===== src/rtl/mc_core_sequencer.sv =====
// Multicycle RV32I control sequencer: FETCH -> EXEC [-> MEM] -> FETCH, HALT on SYSTEM or illegal.
// State and IR are registered; control outputs decode from them so branch/ready flags act in-cycle.
module mc_core_sequencer #(
    parameter bit HALT_ON_ILLEGAL = 1'b1
) (
    input  logic        clk,
    input  logic        reset,
    input  logic [31:0] Instr,
    output logic        imem_req,
    input  logic        imem_valid,
    output logic        dmem_req,
    input  logic        dmem_ready,
    output logic        MemWrite,
    input  logic        Zero,
    input  logic        lt,
    input  logic        ltu,
    output logic [1:0]  ResultSrc,
    output logic [1:0]  PCSrc,
    output logic        ALUSrc,
    output logic        RegWrite,
    output logic [2:0]  ImmSrc,
    output logic [3:0]  ALUControl,
    output logic        PCEn,
    output logic [31:0] retire_count,
    output logic        halted,
    output logic        illegal
);

    localparam logic [6:0] OPC_OP     = 7'b0110011;
    localparam logic [6:0] OPC_OPIMM  = 7'b0010011;
    localparam logic [6:0] OPC_LUI    = 7'b0110111;
    localparam logic [6:0] OPC_JAL    = 7'b1101111;
    localparam logic [6:0] OPC_JALR   = 7'b1100111;
    localparam logic [6:0] OPC_BRANCH = 7'b1100011;
    localparam logic [6:0] OPC_LOAD   = 7'b0000011;
    localparam logic [6:0] OPC_STORE  = 7'b0100011;
    localparam logic [6:0] OPC_MISC   = 7'b0001111;
    localparam logic [6:0] OPC_SYSTEM = 7'b1110011;

    localparam logic [3:0] ALU_ADD = 4'b0000, ALU_SUB = 4'b0001, ALU_AND = 4'b0010,
                           ALU_OR  = 4'b0011, ALU_XOR = 4'b0100, ALU_SLT = 4'b0101,
                           ALU_SLTU = 4'b0110, ALU_SLL = 4'b0111, ALU_SRL = 4'b1000,
                           ALU_SRA = 4'b1001, ALU_PASSB = 4'b1010;

    localparam logic [2:0] IMM_I = 3'b000, IMM_S = 3'b001, IMM_B = 3'b010,
                           IMM_J = 3'b011, IMM_U = 3'b100;

    typedef enum logic [1:0] {FETCH, EXEC, MEM, HALT} state_t;

    state_t      state;
    state_t      exec_next;
    logic [31:0] ir;
    logic [6:0]  opcode;
    logic [6:0]  funct7;
    logic [2:0]  funct3;
    logic        bad;
    logic        taken;
    logic        alt;
    logic        is_store;
    logic [3:0]  alu_op;
    logic        fields_unused;

    assign opcode        = ir[6:0];
    assign funct3        = ir[14:12];
    assign funct7        = ir[31:25];
    assign is_store      = (opcode == OPC_STORE);
    assign fields_unused = ^{ir[24:15], ir[11:7]};
    // For OP-IMM, funct7 is immediate data except on SRLI/SRAI.
    assign alt           = funct7[5] && ((opcode == OPC_OP) || (funct3 == 3'b101));

    always_comb begin
        bad = 1'b0;
        case (opcode)
            OPC_OP, OPC_LUI, OPC_JAL, OPC_LOAD, OPC_STORE, OPC_MISC, OPC_SYSTEM: bad = 1'b0;
            OPC_OPIMM:  bad = ((funct3 == 3'b001) && (funct7 != 7'b0000000)) ||
                              ((funct3 == 3'b101) && (funct7 != 7'b0000000) && (funct7 != 7'b0100000));
            OPC_JALR:   bad = (funct3 != 3'b000);
            OPC_BRANCH: bad = (funct3[2:1] == 2'b01);
            default:    bad = 1'b1;
        endcase
    end

    always_comb begin
        alu_op = ALU_ADD;
        case (funct3)
            3'b000: alu_op = alt ? ALU_SUB : ALU_ADD;
            3'b001: alu_op = ALU_SLL;
            3'b010: alu_op = ALU_SLT;
            3'b011: alu_op = ALU_SLTU;
            3'b100: alu_op = ALU_XOR;
            3'b101: alu_op = alt ? ALU_SRA : ALU_SRL;
            3'b110: alu_op = ALU_OR;
            default: alu_op = ALU_AND;
        endcase
    end

    always_comb begin
        taken = 1'b0;
        case (funct3)
            3'b000: taken = Zero;
            3'b001: taken = !Zero;
            3'b100: taken = lt;
            3'b101: taken = !lt;
            3'b110: taken = ltu;
            3'b111: taken = !ltu;
            default: taken = 1'b0;
        endcase
    end

    always_comb begin
        imem_req   = 1'b0;
        dmem_req   = 1'b0;
        MemWrite   = 1'b0;
        ResultSrc  = 2'b00;
        PCSrc      = 2'b00;
        ALUSrc     = 1'b0;
        RegWrite   = 1'b0;
        ImmSrc     = IMM_I;
        ALUControl = ALU_ADD;
        PCEn       = 1'b0;
        halted     = 1'b0;
        exec_next  = FETCH;
        unique case (state)
            // Reset parks the FSM in FETCH; gate the request so it is low while reset is held.
            FETCH: imem_req = reset;
            EXEC: begin
                if (bad) begin
                    PCEn      = !HALT_ON_ILLEGAL;
                    exec_next = HALT_ON_ILLEGAL ? HALT : FETCH;
                end else begin
                    case (opcode)
                        OPC_OP: begin
                            ALUControl = alu_op;
                            RegWrite   = 1'b1;
                            PCEn       = 1'b1;
                        end
                        OPC_OPIMM: begin
                            ALUSrc     = 1'b1;
                            ALUControl = alu_op;
                            RegWrite   = 1'b1;
                            PCEn       = 1'b1;
                        end
                        OPC_LUI: begin
                            ImmSrc     = IMM_U;
                            ALUSrc     = 1'b1;
                            ALUControl = ALU_PASSB;
                            RegWrite   = 1'b1;
                            PCEn       = 1'b1;
                        end
                        OPC_JAL: begin
                            ImmSrc    = IMM_J;
                            ResultSrc = 2'b10;
                            PCSrc     = 2'b01;
                            RegWrite  = 1'b1;
                            PCEn      = 1'b1;
                        end
                        OPC_JALR: begin
                            ALUSrc    = 1'b1;
                            ResultSrc = 2'b10;
                            PCSrc     = 2'b10;
                            RegWrite  = 1'b1;
                            PCEn      = 1'b1;
                        end
                        OPC_BRANCH: begin
                            ImmSrc     = IMM_B;
                            ALUControl = ALU_SUB;
                            PCSrc      = taken ? 2'b01 : 2'b00;
                            PCEn       = 1'b1;
                        end
                        OPC_LOAD: begin
                            ALUSrc    = 1'b1;
                            exec_next = MEM;
                        end
                        OPC_STORE: begin
                            ImmSrc    = IMM_S;
                            ALUSrc    = 1'b1;
                            exec_next = MEM;
                        end
                        OPC_MISC:   PCEn = 1'b1;
                        OPC_SYSTEM: exec_next = HALT;
                        default:    exec_next = FETCH;
                    endcase
                end
            end
            MEM: begin
                dmem_req = 1'b1;
                MemWrite = is_store;
                ImmSrc   = is_store ? IMM_S : IMM_I;
                ALUSrc   = 1'b1;
                if (dmem_ready) begin
                    PCEn = 1'b1;
                    if (!is_store) begin
                        RegWrite  = 1'b1;
                        ResultSrc = 2'b01;
                    end
                end
            end
            HALT: halted = 1'b1;
        endcase
    end

    always_ff @(posedge clk or negedge reset) begin
        if (!reset) begin
            state        <= FETCH;
            ir           <= '0;
            retire_count <= '0;
            illegal      <= 1'b0;
        end else begin
            if (PCEn) retire_count <= retire_count + 32'd1;
            unique case (state)
                FETCH: if (imem_valid) begin
                    ir    <= Instr;
                    state <= EXEC;
                end
                EXEC: begin
                    state <= exec_next;
                    if (bad && (exec_next == HALT)) illegal <= 1'b1;
                end
                MEM:  if (dmem_ready) state <= FETCH;
                HALT: state <= HALT;
            endcase
        end
    end

endmodule


===== config.mk =====
export PLATFORM = sky130hd
export DESIGN_NAME = mc_core_sequencer
export DESIGN_NICKNAME = d
export VERILOG_FILES = /design/src/rtl/mc_core_sequencer.sv
export SDC_FILE = /design/constraint.sdc
export NUM_CORES = 1
export LEC_CHECK = 0
export CAP_MARGIN = 20
export CORE_ASPECT_RATIO = 1.75
export CORE_UTILIZATION = 51
export CTS_CLUSTER_SIZE = 16
export DETAILED_ROUTE_END_ITERATION = 10
export HOLD_SLACK_MARGIN = 0.05
export MAX_ROUTING_LAYER = met4
export PLACE_DENSITY = 0.83
export SLEW_MARGIN = 30
export SYNTH_ARGS = -nofsm -noshare
export SYNTH_HDL_FRONTEND = slang
export SYNTH_SLANG_ARGS = --single-unit
export TNS_END_PERCENT = 20

===== constraint.sdc =====
create_clock -name clk -period 5.1 [get_ports clk]
set_clock_uncertainty 0.05 [all_clocks]
set_input_delay 0.51 -clock clk [delete_from_list [all_inputs] [get_ports clk]]
set_output_delay 0.51 -clock clk [all_outputs]
set_load 0.01 [all_outputs]

# ---- Yosys cells after proc, flatten, opt, wreduce, memory -nomap -nowiden
# Index checks and enable logic that the tools add are counted.
dict set report totals {
  mem_bits_rw 0
  rom_bits 0
  output_inout_bits 51
  regBits 67
  latchBits 0
  n_memories 0
}
dict set report classes {
  reduce_logical 24
  n_lt_le_gt_ge 0
  n_shift 0
  eq_ne 25
  n_bitwise 0
  n_addsub 1
  mul 0
  div_mod_pow 0
  n_mux 43
}
# cell n
set ops {}
lappend ops {{$add 32x1->32 const B} 1}
lappend ops {{$eq 7x7->1 const B} 4}
lappend ops {{$pmux 4 s7} 1}
lappend ops {{$eq 7x6->1 const B} 3}
lappend ops {{$mux 1} 19}
lappend ops {{$mux 2} 8}
lappend ops {{$reduce_or 7->1} 2}
lappend ops {{$eq 3x3->1 const B} 4}
lappend ops {{$pmux 3 s4} 1}
lappend ops {{$pmux 4 s3} 1}
lappend ops {{$reduce_or 5->1} 2}
lappend ops {{$mux 4} 2}
lappend ops {{$pmux 2 s2} 2}
lappend ops {{$pmux 2 s4} 1}
lappend ops {{$eq 7x2->1 const B} 1}
lappend ops {{$eq 7x4->1 const B} 1}
lappend ops {{$eq 7x5->1 const B} 1}
lappend ops {{$ne 7x6->1 const B} 1}
lappend ops {{$reduce_bool 7->1} 1}
lappend ops {{$eq 2x2->1 const B} 3}
lappend ops {{$eq 3x2->1 const B} 2}
lappend ops {{$pmux 1 s2} 3}
lappend ops {{$pmux 1 s6} 1}
lappend ops {{$pmux 2 s3} 1}
lappend ops {{14 further kinds} 27}

# ---- Longest topological paths before layout
# Gate-level depths: netlist of the first run.
dict set report logic_depth {
  depth_word 10
  depth_mapped 8
  depth_no_buf 7
}

# ---- Worst setup path after synthesis of the first run
# Ideal clock, no wire load.
dict set report synth_path {
  path_kind {reg-to-output}
  start {register ir[5]}
  end {output port ResultSrc[1]}
  n_path_buf 2
  t_required_ns 4.540
  path_slack_ns 2.516
  stages_incl_launch_ff 8
  t_arrival_ns 2.024
  path_cell_list {dfrtp_1 > clkbuf_1 > or3b_2 > a21oi_1 > o21ai_0 > nand2b_1 > clkbuf_1 > nor4_1}
}
dict set report synth_between {
  elab_chain_cells 5
  elab_cells_between_ends 16
}
# element line_no
set synth_rtl {}
lappend synth_rtl {{start: declaration} 52} ;# logic [31:0] ir;
lappend synth_rtl {{start signal: assignment} 212} ;# ir <= Instr;
lappend synth_rtl {{$eq 7x6->1 (tied with other cells)} 73} ;# case (opcode)
lappend synth_rtl {{$reduce_or 7->1 / $reduce_or 2->1 (equally long branches)} n/a}
lappend synth_rtl {{$pmux 1 s4 / $mux 2 (equally long branches)} {73, 131}}
lappend synth_rtl {{$mux 2 (*)} 127} ;# if (bad) begin
lappend synth_rtl {{$pmux 2 s2 (*)} 123} ;# unique case (state)
lappend synth_rtl {{end: declaration} 17} ;# output logic [1:0] ResultSrc,
# Mark *: on every way between the ends. The rest lies on a longest branch, timed or not.

# ---- Worst setup path in the final report of the first run
dict set report layout_path {
  start {register ir[3]}
  end {output port RegWrite}
}
dict set report layout_between {
  elab_chain_cells 5
  elab_cells_between_ends 18
}
# element line_no
set layout_rtl {}
lappend layout_rtl {{$eq 7x6->1 (tied with other cells)} {66, 73}}
lappend layout_rtl {{$reduce_or 7->1 / $reduce_or 5->1 (equally long branches)} n/a}
lappend layout_rtl {{$pmux 1 s4 / $mux 1 (equally long branches)} {73, 131}}
lappend layout_rtl {{$mux 1} 127}
lappend layout_rtl {{$pmux 1 s2 (*)} 123}
lappend layout_rtl {{end: declaration} 20} ;# output logic RegWrite,
# Marked as above.

==> metrics.md, run 1 <==
| Metric | Value |
|---|---|
| Status | finished clean |
| Primary FF master, synth | dfrtp_1 |
| N_diodes | 0 |
| Post-CTS Setup Inserts | 0 |
| Drt first-iter violations | 67 |
| Area grow syn2layout | 30.4% |
| # hold bufs at CTS | 0 |
| Number of synthesized flops with an enable pin | 0 |
| CP delay by family, top | compound AO/OA/AOI/OAI gates |
| Tot Pwr | between 1 and 1.5 mW |
| CP required | 4.54 ns |
| HP Class | input pin to asynchronous set/reset pin |
| Crit. End Element | output pin |
| Sequential area share after synthesis | 44.3% |
| Root Driver | clkbuf_8 |
| TritonCTS clock tree | yes |
| Largest net degree at the start of global routing | 54 |
| Layout cells sized above 1 | 10.4% |
| Synth top cells by count | dfrtp_1, nor2_1, nand2_1 |
| Mapped Cells | about 300 |
| Synth top area share | approximately 44% |
| CP max stage cell | clkdlybuf4s50_1 |
| Most common cell in the netlist | dfrtp_1 |
| Crit path cell chain | nand3b_1 -> a2111oi_1 -> a311oi_2 -> nand2b_1 -> a211oi_1 -> o21a_1 -> clkdlybuf4s50_1 |
| Initial antenna violation count | 0 |
| Met2 wire length | around 3600 um |
| Count of cell types in the netlist | 52 |
| Routed wire per std cell | approximately 15 um |
| Total GRT Usage | 25.4% |
| Pwr/cell area | 378 mW/mm^2 |
| Sink Count | 52 |
| Full die area | 0.00608 mm^2 |
| Asr flop ratio synth | 100% |
| Setup TNS | 0 ns |
| Relative max-transition margin | 51.1% |
| Fmax | 0.284 GHz |
| Post-synthesis register bit count | 52 |
| Vias in the first global route | approximately 2,500 |
| Leak Pwr | 1.60 nW |
| Max VDD drop | 0.251 mV |
| Routed via count | 2,429 |
| Placer Congestion | 0.858 |
| Clk Latency, worst-skew pair | 0.31 ns |
| IO buf count | 74 |
| Post-Place Setup Slack | about 1.9 ns |
| Synth top area cells | dfrtp_1, mux2_2, xor2_1, xnor2_1, nor2_1 |
| Synthesized area per cell | 9.98 um^2 |
| Synth Warn # | 0 |
| Nets | 410 |
| Overflow after GRT | 0 |
| Worst Max-Slew Pin Slew | 0.731 ns |
| WL met1 | 2490 um |
| CTS Buf Count | 5 |
| DR vias/cell | 5.50 |
| Post-Syn Nets | 339 |
| Final min period | roughly 3.5 ns |
| Final Setup Violations | 0 |
| Io pins | 90 |
| Crit share post-route | 69.1% |
| Max-Cap Viols | 0 |
| Setup repair after global routing missed its margin | no |
| Post-DP HPWL | roughly 5000 um |
| Max-slew violations | 0 |
| Core area | 0.00554 mm^2 |
| FF-to-FF setup slack | 2.47 ns |
| Highest routed layer | met4 |
| First-pass GRT wire length | 11,200 um |
| Cell taking the most area after synthesis | dfrtp_1 |
| Die Y | 102 um |
| Routed Wire Length | 6640 um |
| WP buf/inv | 1 |
| DR WL met3 | between 200 and 300 um |
| Final hold vios | 0 |
| Initial core utilization | 53.0% |
| Fin Hold WS | approximately 0.25 ns |
| Worst Slack Setup Final | roughly 1.6 ns |
| TritonRoute pass-1 iters | 4 |
| Rows | 36 |
| WP data arrival | 2.96 ns |
| CP max stage delay | 0.52 ns |
| CP Launch Type | flop |
| Critical path type | flop to output pin |
| CTS-repair resized insts | 0 |
| DRT antenna net count | 0 |
| Max FO, Critical Path | 12 |
| Die width | 59.4 um |
| Clock tree buffer depth | 2 |
| Synthesized area | 0.00294 mm^2 |
| DRC viols | 0 |
| Clk slew on worst S/H paths | about 0.090 ns |
| Clock H-tree levels | 2 |
-- layer usage --
layer / track usage (%) / vias up
met2: 44.8 / 72
met3: 5.57 / 16
met5: - / -
met4: 12.5 / 0
met1: 25.5 / 1171
li1: - / 1170
-- path summary, 6_finish.rpt --
check | end | from | cells past startpoint
setup / recovery | RegWrite | ir[3] | 7
max in group asynchronous | retire_count[0] | reset | 2
setup reg to reg | retire_count[24] | ir[3] | 6
hold reg to reg | illegal | illegal | 1
min in group clk | illegal | illegal | 1
hold / removal | ir[31] | reset | 2
-- metrics by stage --
step / util, % / area, um^2 / std cells
floorplan: - / 2940 / 294
global placement: 67.3 / 3730 / 434
detailed placement: 67.5 / 3740 / 434
CTS: 69.1 / 3830 / 442
global route: 69.1 / 3830 / 442
finish: 69.1 / 3830 / 442
-- cells by family (layout without fill, tap and decap cells) --
kind of cell	after synthesis	after routing	share of synthesized area (%)
compound gates	39	39	8.78
mux	19	19	7.25
buf+inv	23	95	3.11
flops	52	52	44.3
simple gates	121	121	23.8
xor+xnor	34	34	10.1
fa+ha+maj	6	6	2.56
-- area by class of cell --
type	instances	area, um^2
well taps	76	95.1
flip-flops and latches	52	1300
fillers	470	1710
multi-input cells	219	1550
repair buffers	76	751
inverters	11	41.3
clock buffers	8	90.1
-- power breakdown --
| group | total (mW) | internal (mW) | switching (mW) | leakage (nW) |
|---|---|---|---|---|
| combinational | 0.564 | 0.285 | 0.279 | 0.897 |
| clock | 0.241 | 0.111 | 0.130 | 0.0455 |
| sequential | 0.642 | 0.502 | 0.141 | 0.661 |
| total | 1.45 | 0.897 | 0.549 | 1.60 |
-- worst reg2reg max path: cells and delay by family (launching register included) --
kind	cells	cell delay (ns)
AO/OA/AOI/OAI	3	1.03
AND/OR/NAND/NOR	2	0.78
flip-flops	1	0.51
XOR/XNOR	1	0.18
-- layout by cell type, fill, tap and decap left out, types with 5 or more instances in the layout --
cell type	Yosys	layout
inv_1	11	11
dfrtp_1	52	52
a21oi_1	11	11
mux2_2	17	17
nor4_1	6	6
nand2b_1	6	6
a31oi_1	5	5
xnor2_1	16	16
and3_1	5	5
ha_1	6	6
o21ai_0	6	6
xor2_1	18	18
nor2_1	25	25
nand3_1	12	12
clkbuf_8	0	6
nor3_1	6	6
nand2_1	20	20
clkdlybuf4s50_1	0	73
and2_1	6	6
-- registers in the layout, indices dropped and copies added (netlist names) --
register / flops
retire_count: 32
state: 2
illegal: 1
ir: 17
Note: power is estimated with default switching activity, not from simulation.
==> run 2: changes to the inputs <==
- CORE_UTILIZATION: 51 -> 47
- PLACE_DENSITY: 0.83 -> 0.77
- clock period: 5.1 -> 3.4 ns (I/O delays scaled with it)
==> run 2 against run 1 <==
Combinational power grew 52%; non-clock buffer count up 1; sequential power grew 50%; first-iteration DRC count grew 40%; sequential cell count unchanged; register-to-register slack got worse by 1.5 ns; hold slack lost 0.086 ns; clock-buffer cell count fell by 2; via count up 0.29%; design area rose by 1.4%.
==> metrics.md, run 2 (synthesized netlist as in run 1, its figures left out) <==
| Metric | Value |
|---|---|
| Post-Place Setup Slack | 0.414 ns |
| Placer Congestion | 0.918 |
| CTS Buf Count | 5 |
| Die Y | approximately 110 um |
| Max VDD drop | 0.450 mV |
| DRC viols | 0 |
| DR vias/cell | 5.47 |
| Final min period | 3.17 ns |
| Nets | around 410 |
| GR Layer Usage met1 | 24.0% |
| Setup TNS | 0 ns |
| CP required | 3.01 ns |
| Pwr/cell area | 586 mW/mm^2 |
| Drt first-iter violations | 94 |
| Die width | about 62 um |
| TritonCTS clock tree | yes |
| R2R depth | 7 |
| Post-CTS Setup Inserts | 0 |
| Relative max-transition margin | 50.7% |
| Io pins | 90 |
| WP buf/inv | 1 |
| Max FFs per register | 32 |
| Sink Count | between 50 and 60 |
| IO buf count | 74 |
| First-pass GRT wire length | 10,800 um |
| Fmax | 0.315 GHz |
| Most Used Layer, Global Route | met2 |
| Most frequent cells in the layout | clkdlybuf4s50_1, dfrtp_1, nor2_1 |
| Area grow syn2layout | 32.3% |
| Vias in the first global route | 2,417 |
| Max FO, Critical Path | 15 |
| Clock tree buffer depth | 2 |
| Routed Wire Length | about 6800 um |
| Overflow after GRT | 0 |
| Worst Slack Setup Final | 0.228 ns |
| Met2 Resource Use GR | around 40% |
| Critical path type | flop to output pin |
| Crit share post-route | 93.3% |
| Biggest register | retire_count |
| TritonRoute pass-1 iters | 6 |
| Final hold vios | 0 |
| WP data arrival | between 2 and 3 ns |
| Layout cells sized above 1 | 12.0% |
| Rows | 37 |
| Leak Pwr | 1.62 nW |
| Root Driver | clkbuf_8 |
| Routed wire per std cell | about 15 um |
| Status | finished clean |
| Initial antenna violation count | 0 |
| Regs by FF count | retire_count: 32 flops, ir: 17 flops, state: 2 flops |
| Tot Pwr | 2.28 mW |
| Crit path cell chain | or3b_2 -> a21oi_1 -> o21ai_0 -> nand2b_2 -> a211oi_1 -> o21a_1 -> clkdlybuf4s50_1 |
| Largest net degree at the start of global routing | 53 |
| Crit. Startpoint | ir[6] |
| Clk slew on worst S/H paths | 0.10 ns |
| Total GRT Usage | 22.7% |
| FF-to-FF setup slack | 0.94 ns |
| Clk Latency, worst-skew pair | 0.31 ns |
| Clock H-tree levels | 2 |
| Commonest non-fill, non-tap cell in the layout | clkdlybuf4s50_1 |
| Worst Max-Slew Pin Slew | 0.738 ns |
| Placed Instance Area | 0.00374 mm^2 |
| Final Setup Violations | 0 |
| Core area | 0.00597 mm^2 |
| CP max stage cell | clkdlybuf4s50_1 |
| R2r startpoint | ir[4] |
| CP Launch Type | flop |
| CP delay by family, top | simple AND/OR/NAND/NOR gates |
| Design Area, Final | about 0.004 mm^2 |
| Met3 track demand over resource | 3.28% |
| CP max stage delay | 0.52 ns |
| Max-slew violations | 0 |
| # hold bufs at CTS | 0 |
| N_diodes | 0 |
| Full die area | 0.00658 mm^2 |
| Reg2reg end | retire_count[24] |
| Routed via count | 2,436 |
| Post-DP HPWL | 5000 um |
| Max-Cap Viols | 0 |
| DRT antenna net count | 0 |
| Fin Hold WS | 0.164 ns |
| HP Class | input pin to asynchronous set/reset pin |
| Crit. End Element | output pin |
| Initial core utilization | between 40% and 50% |
-- run 2: area by class of cell --
cell class	count	area, um^2
Fill cell	508	2090
Sequential cell	52	1300
Clock inverter	2	38.8
Tap cell	78	97.6
Timing Repair Buffer	77	758
Multi-Input combinational cell	219	1560
Clock buffer	6	82.6
Inverter	11	41.3
-- run 2: where the power goes --
part           internal (mW)  switching [mW]
Clock                  0.241           0.210
Sequential             0.755           0.211
Combinational          0.436           0.424
-- run 2: worst max-delay path by stage --
stage	cells after the start	endpoint	slack [ns]
floorplan	7	ResultSrc[1]	0.99
global placement	7	RegWrite	0.42
detailed placement	7	ImmSrc[0]	0.41
CTS	7	ImmSrc[0]	0.06
global route	6	ResultSrc[1]	-0.009
finish	7	RegWrite	0.23
-- run 2: timing repair --
action	4_1_cts	5_1_grt
setup endpoints to repair	0	6
gates resized for setup	0	5
endpoints found under the hold margin	0	0
-- run 2: stage by stage --
| step | utilization (%) | cells |
|---|---|---|
| 3_5_place_dp | 62.6 | 437 |
| 5_1_grt | 65.0 | 445 |
| 2_1_floorplan | - | 294 |
| 4_1_cts | 64.7 | 445 |
| 6_report | 65.0 | 445 |
| 3_3_place_gp | 62.6 | 437 |
-- run 2: routing by layer --
metal	vias up	part of all wire [%]	wire, um
met5	-	0	0
met4	0	3.0	202
li1	1176	-	-
met1	1173	39	2650
met2	70	55	3710
met3	17	3.2	220
